### src/rtl/keyscan_pkg.sv
// Shared types and constants for the 4x4 keypad scanner: FSM states,
// the {row,col} key map and the lowest-low-row encoder.
package keyscan_pkg;

    typedef enum logic [1:0] {
        SCAN,
        DEB_PRESS,
        HELD,
        DEB_REL
    } state_t;

    // Packed so that KEYMAP[{row,col}] selects the code; index 15 (r3c3) is leftmost.
    localparam logic [15:0][3:0] KEYMAP = {
        4'hD, 4'hF, 4'h0, 4'hE,
        4'hC, 4'h9, 4'h8, 4'h7,
        4'hB, 4'h6, 4'h5, 4'h4,
        4'hA, 4'h3, 4'h2, 4'h1
    };

    function automatic logic [1:0] onehot_low_to_idx(input logic [3:0] v);
        logic [1:0] idx;
        idx = 2'd0;
        for (int i = 3; i >= 0; i--) begin
            if (!v[i]) idx = 2'(i);
        end
        return idx;
    endfunction

endpackage

### src/rtl/keypad_row_sync.sv
// Two-flop synchronizer for the asynchronous active-low keypad rows.
// Reset presets both stages to "no key" (all ones).
module keypad_row_sync (
    input  logic       clk,
    input  logic       reset,
    input  logic [3:0] rows,
    output logic [3:0] srows
);

    logic [3:0] meta_q, meta_d;
    logic [3:0] sync_q, sync_d;

    always_comb begin
        meta_d = rows;
        sync_d = meta_q;
    end

    always_ff @(posedge clk) begin
        if (!reset) begin
            meta_q <= 4'hF;
            sync_q <= 4'hF;
        end else begin
            meta_q <= meta_d;
            sync_q <= sync_d;
        end
    end

    assign srows = sync_q;

endmodule

### src/rtl/keypad_scan_digits.sv
// 4x4 keypad scanner with press/release debounce feeding a two-digit key history.
// Define KEYSCAN_AUTOREPEAT_EN to re-shift the held key every REPEAT_CYCLES cycles.
module keypad_scan_digits
    import keyscan_pkg::*;
#(
    parameter int SCAN_DIV        = 4096,
    parameter int DEBOUNCE_CYCLES = 65536,
    parameter int REPEAT_CYCLES   = 4000000
) (
    input  logic       clk,
    input  logic       reset,
    input  logic [3:0] rows,
    output logic [3:0] cols,
    output logic [3:0] hexL,
    output logic [3:0] hexR,
    output logic       key_valid
);

    localparam int SCAN_W = (SCAN_DIV > 1) ? $clog2(SCAN_DIV) : 1;
    localparam int DEB_W  = (DEBOUNCE_CYCLES > 1) ? $clog2(DEBOUNCE_CYCLES) : 1;
    localparam logic [SCAN_W-1:0] SCAN_LAST = SCAN_W'(SCAN_DIV - 1);
    localparam logic [SCAN_W-1:0] SCAN_ONE  = 1;
    localparam logic [DEB_W-1:0]  DEB_LAST  = DEB_W'(DEBOUNCE_CYCLES - 1);
    localparam logic [DEB_W-1:0]  DEB_ONE   = 1;

    logic [3:0] srows;

    keypad_row_sync u_row_sync (
        .clk   (clk),
        .reset (reset),
        .rows  (rows),
        .srows (srows)
    );

    state_t             state_q, state_d;
    logic [1:0]         col_q, col_d;
    logic [SCAN_W-1:0]  scan_cnt_q, scan_cnt_d;
    logic [DEB_W-1:0]   deb_cnt_q, deb_cnt_d;
    logic [3:0]         pattern_q, pattern_d;
    logic [3:0]         code_q, code_d;
    logic [3:0]         hex_l_q, hex_l_d;
    logic [3:0]         hex_r_q, hex_r_d;
    logic               key_valid_q, key_valid_d;
    logic               do_shift;
    logic [3:0]         key_idx;

`ifdef KEYSCAN_AUTOREPEAT_EN
    localparam int REP_W = (REPEAT_CYCLES > 1) ? $clog2(REPEAT_CYCLES) : 1;
    localparam logic [REP_W-1:0] REP_LAST = REP_W'(REPEAT_CYCLES - 1);
    localparam logic [REP_W-1:0] REP_ONE  = 1;
    logic [REP_W-1:0] rep_cnt_q, rep_cnt_d;
`endif

    always_comb begin
        state_d     = state_q;
        col_d       = col_q;
        scan_cnt_d  = scan_cnt_q;
        deb_cnt_d   = deb_cnt_q;
        pattern_d   = pattern_q;
        code_d      = code_q;
        hex_l_d     = hex_l_q;
        hex_r_d     = hex_r_q;
        key_valid_d = 1'b0;
        do_shift    = 1'b0;
        key_idx     = {onehot_low_to_idx(srows), col_q};
`ifdef KEYSCAN_AUTOREPEAT_EN
        // Only an uninterrupted stay in HELD keeps the repeat count alive.
        rep_cnt_d   = '0;
`endif

        case (state_q)
            SCAN: begin
                if (scan_cnt_q != SCAN_LAST) begin
                    scan_cnt_d = scan_cnt_q + SCAN_ONE;
                end else if (srows == 4'hF) begin
                    col_d      = col_q + 2'd1;
                    scan_cnt_d = '0;
                end else begin
                    pattern_d  = srows;
                    code_d     = KEYMAP[key_idx];
                    deb_cnt_d  = '0;
                    scan_cnt_d = '0;
                    state_d    = DEB_PRESS;
                end
            end
            DEB_PRESS: begin
                if (srows != pattern_q) begin
                    col_d      = col_q + 2'd1;
                    scan_cnt_d = '0;
                    state_d    = SCAN;
                end else if (deb_cnt_q == DEB_LAST) begin
                    do_shift = 1'b1;
                    state_d  = HELD;
                end else begin
                    deb_cnt_d = deb_cnt_q + DEB_ONE;
                end
            end
            HELD: begin
                if (srows == 4'hF) begin
                    deb_cnt_d = '0;
                    state_d   = DEB_REL;
                end
`ifdef KEYSCAN_AUTOREPEAT_EN
                else if (rep_cnt_q == REP_LAST) begin
                    do_shift = 1'b1;
                end else begin
                    rep_cnt_d = rep_cnt_q + REP_ONE;
                end
`endif
            end
            DEB_REL: begin
                if (srows != 4'hF) begin
                    deb_cnt_d = '0;
                    state_d   = HELD;
                end else if (deb_cnt_q == DEB_LAST) begin
                    col_d      = col_q + 2'd1;
                    scan_cnt_d = '0;
                    state_d    = SCAN;
                end else begin
                    deb_cnt_d = deb_cnt_q + DEB_ONE;
                end
            end
            default: state_d = SCAN;
        endcase

        if (do_shift) begin
            hex_l_d     = hex_r_q;
            hex_r_d     = code_q;
            key_valid_d = 1'b1;
        end
    end

    always_ff @(posedge clk) begin
        if (!reset) begin
            state_q     <= SCAN;
            col_q       <= 2'd0;
            scan_cnt_q  <= '0;
            deb_cnt_q   <= '0;
            pattern_q   <= 4'hF;
            code_q      <= 4'h0;
            hex_l_q     <= 4'h0;
            hex_r_q     <= 4'h0;
            key_valid_q <= 1'b0;
`ifdef KEYSCAN_AUTOREPEAT_EN
            rep_cnt_q   <= '0;
`endif
        end else begin
            state_q     <= state_d;
            col_q       <= col_d;
            scan_cnt_q  <= scan_cnt_d;
            deb_cnt_q   <= deb_cnt_d;
            pattern_q   <= pattern_d;
            code_q      <= code_d;
            hex_l_q     <= hex_l_d;
            hex_r_q     <= hex_r_d;
            key_valid_q <= key_valid_d;
`ifdef KEYSCAN_AUTOREPEAT_EN
            rep_cnt_q   <= rep_cnt_d;
`endif
        end
    end

    assign cols      = ~(4'b0001 << col_q);
    assign hexL      = hex_l_q;
    assign hexR      = hex_r_q;
    assign key_valid = key_valid_q;

endmodule

### config.mk
export PLATFORM = sky130hd
export DESIGN_NAME = keypad_scan_digits
export DESIGN_NICKNAME = d
export VERILOG_FILES = /design/src/rtl/keyscan_pkg.sv /design/src/rtl/keypad_row_sync.sv /design/src/rtl/keypad_scan_digits.sv
export SDC_FILE = /design/constraint.sdc
export NUM_CORES = 1
export LEC_CHECK = 0
export CORE_AREA = 3 3 84 78
export DETAILED_ROUTE_END_ITERATION = 10
export DIE_AREA = 0 0 87 81
export PLACE_DENSITY_LB_ADDON = 0.3
export SYNTH_ARGS = -nofsm -noshare
export SYNTH_HDL_FRONTEND = slang
export SYNTH_SLANG_ARGS = --single-unit
### constraint.sdc
create_clock -name clk -period 1.9 [get_ports clk]
set_input_delay 0.285 -clock clk [delete_from_list [all_inputs] [get_ports clk]]
set_output_delay 0.285 -clock clk [all_outputs]
set_load 0.1 [all_outputs]
==> results.cfg, run 1 <==
[status]
run_status = finished clean

[logic_synthesis]
synth_simple_gate_area_share_pct = 29.4
synth_top_family_by_area = simple AND/OR/NAND/NOR gates
synth.net_count = 375
synth-edff-count = 0
yosys.area_share.xor_xnor_pct = 1.68
netlist-cell-type-count = 56
postSynth.asyncResetShare_pct = 0
syn-cell-area_um2 = 3050
compound_gate_portion_of_the_synthesized_area_pct = 15.8
postSynthCellCount = 361
post_synth_mux_area_share_pct = 7.31
synth_flop_cell = dfxtp_1
synthAdderAreaFrac_pct = 3.28
synth_seq_cells = 57
ys_seq_area_share_pct = 37.4
synthesis.area_per_instance_um2 = 8.44
warning_count_from_the_yosys_run = 0

[sta]
drv_slew = 0
final_count_of_negative_setup_slack_endpoints = 0
final.setup.worst_slack_ns = 0.0209
finalHoldViolations = 0
rsz0062_at_grt = yes
max_slew_margin_pct = 64.9
timing.fmax_mhz = 532
finalClockSkew_ns = 0.00730
tightest_slew_ns = 0.526
holdWs_ns = 0.406
sum_of_negative_setup_slack_ns = 0
finalWorstPathRequiredPeriod_ns = 1.88
final.period_utilization_pct = 98.9

[setup_path]
setup.worst_path.start_class = flip-flop
crit_buf_inv = 1
worst-setup-path-type = flip-flop to flip-flop
timing.critical_path.slowest_cell_delay_ns = 0.60
cp_max_stage_cell = or4_4
critical_path.cell_chain = xor2_2, or4_4, nor3b_4, buf_6, mux2i_2, nor2_1
worst_ep_required_time_ns = 2.13
worst-endpoint-arrival_ns = 2.11
worst_path_dominant_cell_family = simple AND/OR/NAND/NOR gates
endpoint_kind = flip-flop
worstPathMaxFanout = 8

[placement]
numPortBuffers = 18
finalWeightedCongestion = 0.941
place_worst_setup_slack_ns = -0.0777
hpwl_um = 5270
place.detailed.instances = 481
post_dp_cell_area_um2 = 3630

[die]
core_um2 = 5690
die_width_um = 87
die_height_um = 81
dieArea_um2 = 7050
floorplan.io_pins = 19
floorplan.initialDensity_pct = 53.5
num_rows = 26

[global_routing]
grt_remaining_overflow = 0
number_of_antenna_violations_at_the_first_check_in_global_routing = 0
groute.usage.overall_pct = 23.0
first_global_vias = 2746
grt_max_degree = 29
grt_first_pass_wirelength_um = 12900

[routing]
routed_wire_length_per_instance_um = 15.1
wirelength_met1_um = 3520
ant_nets = 0
dr_total_vias = 2914
detail_route.drc_violations = 0
post_drt_via_cell_ratio = 5.86
dr.pass1.iters = 5
detailedRoute.firstIterationViolations = 292
postRouteWirelength_um = 7530
routed-wl-met3_um = 381
top_signal_layer_used = met4
met2_wirelength_um = 3520

[cts]
cts_tree = yes
cts_inserted_buffers = 9
clock_insertion_delay_worst_skew_ns = 0.34
clk_transition_reported_paths_ns = 0.07
cts.path.max_buffers = 2
cts.sinks = 57
cts_hold_buf = 0
cts_root_buf = clkbuf_8
cts_max_level = 3

[power_and_ir_drop]
p_per_area_nw_per_um2 = 637
vdd.ir_drop.worst_uv = 541
finalPower_mw = 2.50
power.static_leakage_nw = 1.54

[finish]
postLayoutCoreUtil_pct = 68.8
areaGrowthSynthToFinish_pct = 28.4
final-instance-count-excl-fill = 497
num_antenna_cells = 0
num-nets-final = 437
postLayoutCellArea_um2 = 3920
drive_above_1_share_pct = 26.0

[job]
cap_violations = 0

[min_path]
holdCritPathClass = flip-flop to flip-flop
[placed cells by master (no fill, tap or decap), drive strengths merged, types with 3 or more instances in the layout]
cell type      instances
o21ai                 10
nor2                  20
and4                   5
a21oi                 23
nand2                 42
clkinv                 4
nand4                 17
or3                    3
ha                     8
inv                    8
a311oi                 4
dfxtp                 57
nand3                 26
xor2                   4
nor3                   8
mux2i                 20
buf                   69
or4                    3
and3                   9
a211oi                 3
nor4                   7
nand3b                 3
nand2b                18
clkbuf                10
a22oi                  6
clkdlybuf4s50          5
a31oi                  8
[final cells by class]
class	count	area, µm²
clock inverter	5	56.3
multi-input combinational	272	1830
clock buffer	10	138
inverter	9	33.8
fill	431	1780
sequential	57	1150
tap	70	87.6
timing repair buffer	74	622
[cell families (layout without fill, tap and decap cells)]
| logic type | after synthesis | after routing |
|---|---|---|
| XOR/XNOR | 5 | 5 |
| AND/OR/NAND/NOR | 166 | 166 |
| buffers and inverters | 32 | 98 |
| AO/OA/AOI/OAI | 72 | 72 |
| multiplexers | 21 | 21 |
| adder cells (fa/ha/maj) | 8 | 8 |
| flip-flops | 57 | 57 |
[worst register-to-register path, delay by kind of cell, from the launching register on]
| family | cells | cell delay, ns |
|---|---|---|
| xor+xnor | 1 | 0.18 |
| mux | 1 | 0.22 |
| simple gates | 3 | 0.87 |
| flops | 1 | 0.33 |
| buf+inv | 1 | 0.18 |
[flip-flops by register name (all words and copies together), names as in the netlist]
register           cells
state_q                2
code_q                 4
u_row_sync.srows       4
scan_cnt_q            12
key_valid              1
u_row_sync.meta_q      4
pattern_q              4
col_q                  2
deb_cnt_q             16
hexR                   4
hexL                   4
[layer usage]
metal | GRT usage [%] | vias up
li1 | - | 1450
met1 | 31.1 | 1371
met2 | 36.1 | 80
met3 | 6.59 | 13
met4 | 5.92 | 0
met5 | 0 | -
[repair_timing]
item / CTS / global route
setup endpoints to repair: 21 / 42
resized for setup: 4 / 18
pin swaps: 3 / 8
gates cloned: 0 / 0
setup buffers: 0 / 2
[where the power goes]
group	total [mW]	switching, mW	leakage [nW]	internal, mW
Sequential	1.22	0.00725	0.464	1.21
Combinational	0.146	0.0783	0.980	0.0675
Clock	1.13	0.504	0.0981	0.631
Total	2.50	0.590	1.54	1.91
[path summary, 6_finish.rpt]
check	endpoint	start	slack, ns	cells past startpoint
hold / removal	u_row_sync.srows[3]	u_row_sync.meta_q[3]	0.41	1
hold reg to reg	u_row_sync.srows[3]	u_row_sync.meta_q[3]	0.41	1
setup / recovery	hexR[0]	pattern_q[1]	0.02	6
setup reg to reg	hexR[0]	pattern_q[1]	0.02	6
[Yosys cell counts (3+ instances only)]
cell      count  area share [%]
inv_1         8            0.99
clkbuf_1     11             1.4
o21ai_1       3            0.49
nand3b_1      3            0.74
a311oi_1      4             1.1
a21oi_1      22             3.6
buf_6         3             1.1
o21ai_0       6            0.99
xor2_1        3            0.86
nand2_1      42             5.2
nor3_1        7             1.1
nand3_1      26             4.3
nor2_1       20             2.5
or3_1         3            0.62
dfxtp_1      57              37
a31oi_1       8             1.6
mux2i_1      20             6.6
buf_2         7             1.1
nor4_1        5             1.0
a211oi_1      3            0.74
nand2b_1     18             3.7
and3_1        9             1.8
and4_1        5             1.4
ha_1          8             3.3
nand4_1      17             3.5
a22oi_1       6             1.5
Power figures use the tool's default switching activity.
==> inputs of run 2 (changes only) <==
Settings changed: CORE_AREA 3 3 84 78 to 3 3 91 85, DIE_AREA 0 0 87 81 to 0 0 94 88.
==> run 2 against run 1 <==
Sequential cell count unchanged. Worst setup slack improved by 0.018 ns. Clock power decreased by 18%. Core utilization decreased by 12 points. Global-route usage decreased by 4.4 points. Cell count increased by 4.2%. Critical endpoint unchanged. Largest cell class unchanged.
==> results.cfg, run 2 (synthesized netlist as in run 1, its figures left out) <==
[sta]
final.setup.worst_slack_ns = 0.0389
tightest_slew_ns = 0.515
rsz0062_at_grt = yes
timing.fmax_mhz = 537
final.period_utilization_pct = 98.0
finalClockSkew_ns = 0.0129
finalHoldViolations = 0
drv_slew = 0
holdWs_ns = 0.407
final_count_of_negative_setup_slack_endpoints = 0
max_slew_margin_pct = 65.4
finalWorstPathRequiredPeriod_ns = 1.86

[die]
core_um2 = 6890
floorplan.initialDensity_pct = 44.2
die_height_um = 88
floorplan.io_pins = 19
dieArea_um2 = 8270
die_width_um = 94
num_rows = 29

[finish]
mostFrequentLayoutCell = buf_4
drive_above_1_share_pct = 24.5
fillers = 660
postLayoutCoreUtil_pct = 56.3
biggestRegsByFlops = deb_cnt_q (16), scan_cnt_q (12)
multiInputGateArea_um2 = 1820
areaGrowthSynthToFinish_pct = 27.3
seq_area_um2 = 1150
registers.top_by_ff_count = deb_cnt_q
num_antenna_cells = 0
max_reg_flops = 16
postLayoutCellArea_um2 = 3880
top_library_cells_by_usage_in_the_layout_fill_and_taps_aside = buf_4, dfxtp_1, nand2_1, nand3_1, a21oi_1
num-nets-final = 434

[setup_path]
worst-endpoint-arrival_ns = 2.09
timing.critical_path.slowest_cell_delay_ns = 0.60
worst_ep_required_time_ns = 2.13
crit_buf_inv = 1
reg2regPathDepth = 6
worstPathMaxFanout = 8
setup.worst_path.start_class = flip-flop
endpoint_kind = flip-flop
critical_path.cell_chain = xor2_2, or4_4, nor3b_2, buf_6, mux2i_1, nor2_1
cp_max_stage_cell = or4_4
critical_path_cell_count = 6
crit_path_start = pattern_q[1]
regToRegSetupSlack_ns = 0.04
worst-setup-path-type = flip-flop to flip-flop
r2r_end = hexR[0]
timing.rr.start = pattern_q[1]
worst_path_dominant_cell_family = simple AND/OR/NAND/NOR gates

[placement]
finalWeightedCongestion = 0.892
hpwl_um = 5250
post_dp_cell_area_um2 = 3640
place_worst_setup_slack_ns = -0.0199
numPortBuffers = 18

[cts]
clk_transition_reported_paths_ns = 0.06
cts_tree = yes
cts_root_buf = clkbuf_8
cts.path.max_buffers = 2
cts_max_level = 3
clock_insertion_delay_worst_skew_ns = 0.35
cts_inserted_buffers = 9
cts.sinks = 57

[power_and_ir_drop]
p_switching_mw = 0.544
p_int_mw = 1.73
p_comb_share_pct = 5.8
p_per_area_nw_per_um2 = 587
power.static_leakage_nw = 1.54
vdd.ir_drop.worst_uv = 487
power_switching_share_pct = 23.9
finalPower_mw = 2.28
part_of_the_total_power_dissipated_in_the_clock_network_pct = 40.7
pwr-share-seq_pct = 53.5

[routing]
dr_total_vias = 2839
routed_wire_length_per_instance_um = 14.0
postRouteWirelength_um = 7250
detail_route.drc_violations = 0
dr.pass1.iters = 4
ant_nets = 0
detailedRoute.firstIterationViolations = 186
post_drt_via_cell_ratio = 5.48

[job]
cap_violations = 0

[global_routing]
grt_remaining_overflow = 0
groute.usage.overall_pct = 18.7
grt_max_degree = 29
number_of_antenna_violations_at_the_first_check_in_global_routing = 0
grt_first_pass_wirelength_um = 12200
first_global_vias = 2671

[min_path]
min_delay_worst_endpoint = u_row_sync.srows[2]
worstHoldStart = u_row_sync.meta_q[2]
holdCritPathClass = flip-flop to flip-flop
holdPathStages = 1

[status]
run_status = finished clean
-- run 2: per-stage QoR --
stage / cells / setup TNS (ns)
3_5_place_dp: 501 / -0.0346
2_1_floorplan: 361 / 0
5_1_grt: 518 / -0.227
3_3_place_gp: 501 / 0
6_report: 518 / 0
4_1_cts: 517 / -0.0229
-- run 2: layer usage --
| layer | vias to the layer above | wire length, µm | GRT usage [%] |
|---|---|---|---|
| met1 | 1331 | 3410 | 24.1 |
| li1 | 1448 | - | - |
| met2 | 52 | 3420 | 29.7 |
| met4 | 0 | 96 | 6.43 |
| met5 | - | 0 | 0 |
| met3 | 8 | 332 | 5.67 |
-- run 2: layout make-up --
type	count	area share [%]
Sequential cell	57	29.6
Inverter	9	0.871
Clock inverter	4	0.516
Tap cell	93	3.00
Clock buffer	12	3.48
Multi-Input combinational cell	272	47.0
Timing Repair Buffer	71	15.5
-- run 2: timing repair --
action                                  in CTS  in global routing
pin swaps                                    0                  8
gates cloned                                 0                  0
endpoints found under the setup margin      12                 30
hold buffers                                 0                  0
resized for setup                            2                 18
setup buffers                                0                  1
-- run 2: worst reg2reg max path, cell delays in order (launching register included) --
cell     delay [ns]
dfxtp_2        0.33
xor2_2         0.18
or4_4          0.60
nor3b_2        0.21
buf_6          0.18
mux2i_1        0.20
nor2_1         0.05
-- run 2: worst max-delay path by stage --
| stage | to |
|---|---|
| global placement | hexL[0] |
| global route | hexR[1] |
| detailed placement | deb_cnt_q[0] |
| finish | hexR[0] |
| CTS | hexR[0] |
| floorplan | hexL[0] |
-- run 2: power groups by stage --
stage	combinational [mW]	clock, mW	sequential (mW)
after floorplan	0.0909	0	1.24
after global placement	0.130	0	1.24
after detailed placement	0.131	0	1.24
after CTS	0.132	0.950	1.22
after global routing	0.148	1.00	1.22
final	0.132	0.927	1.22
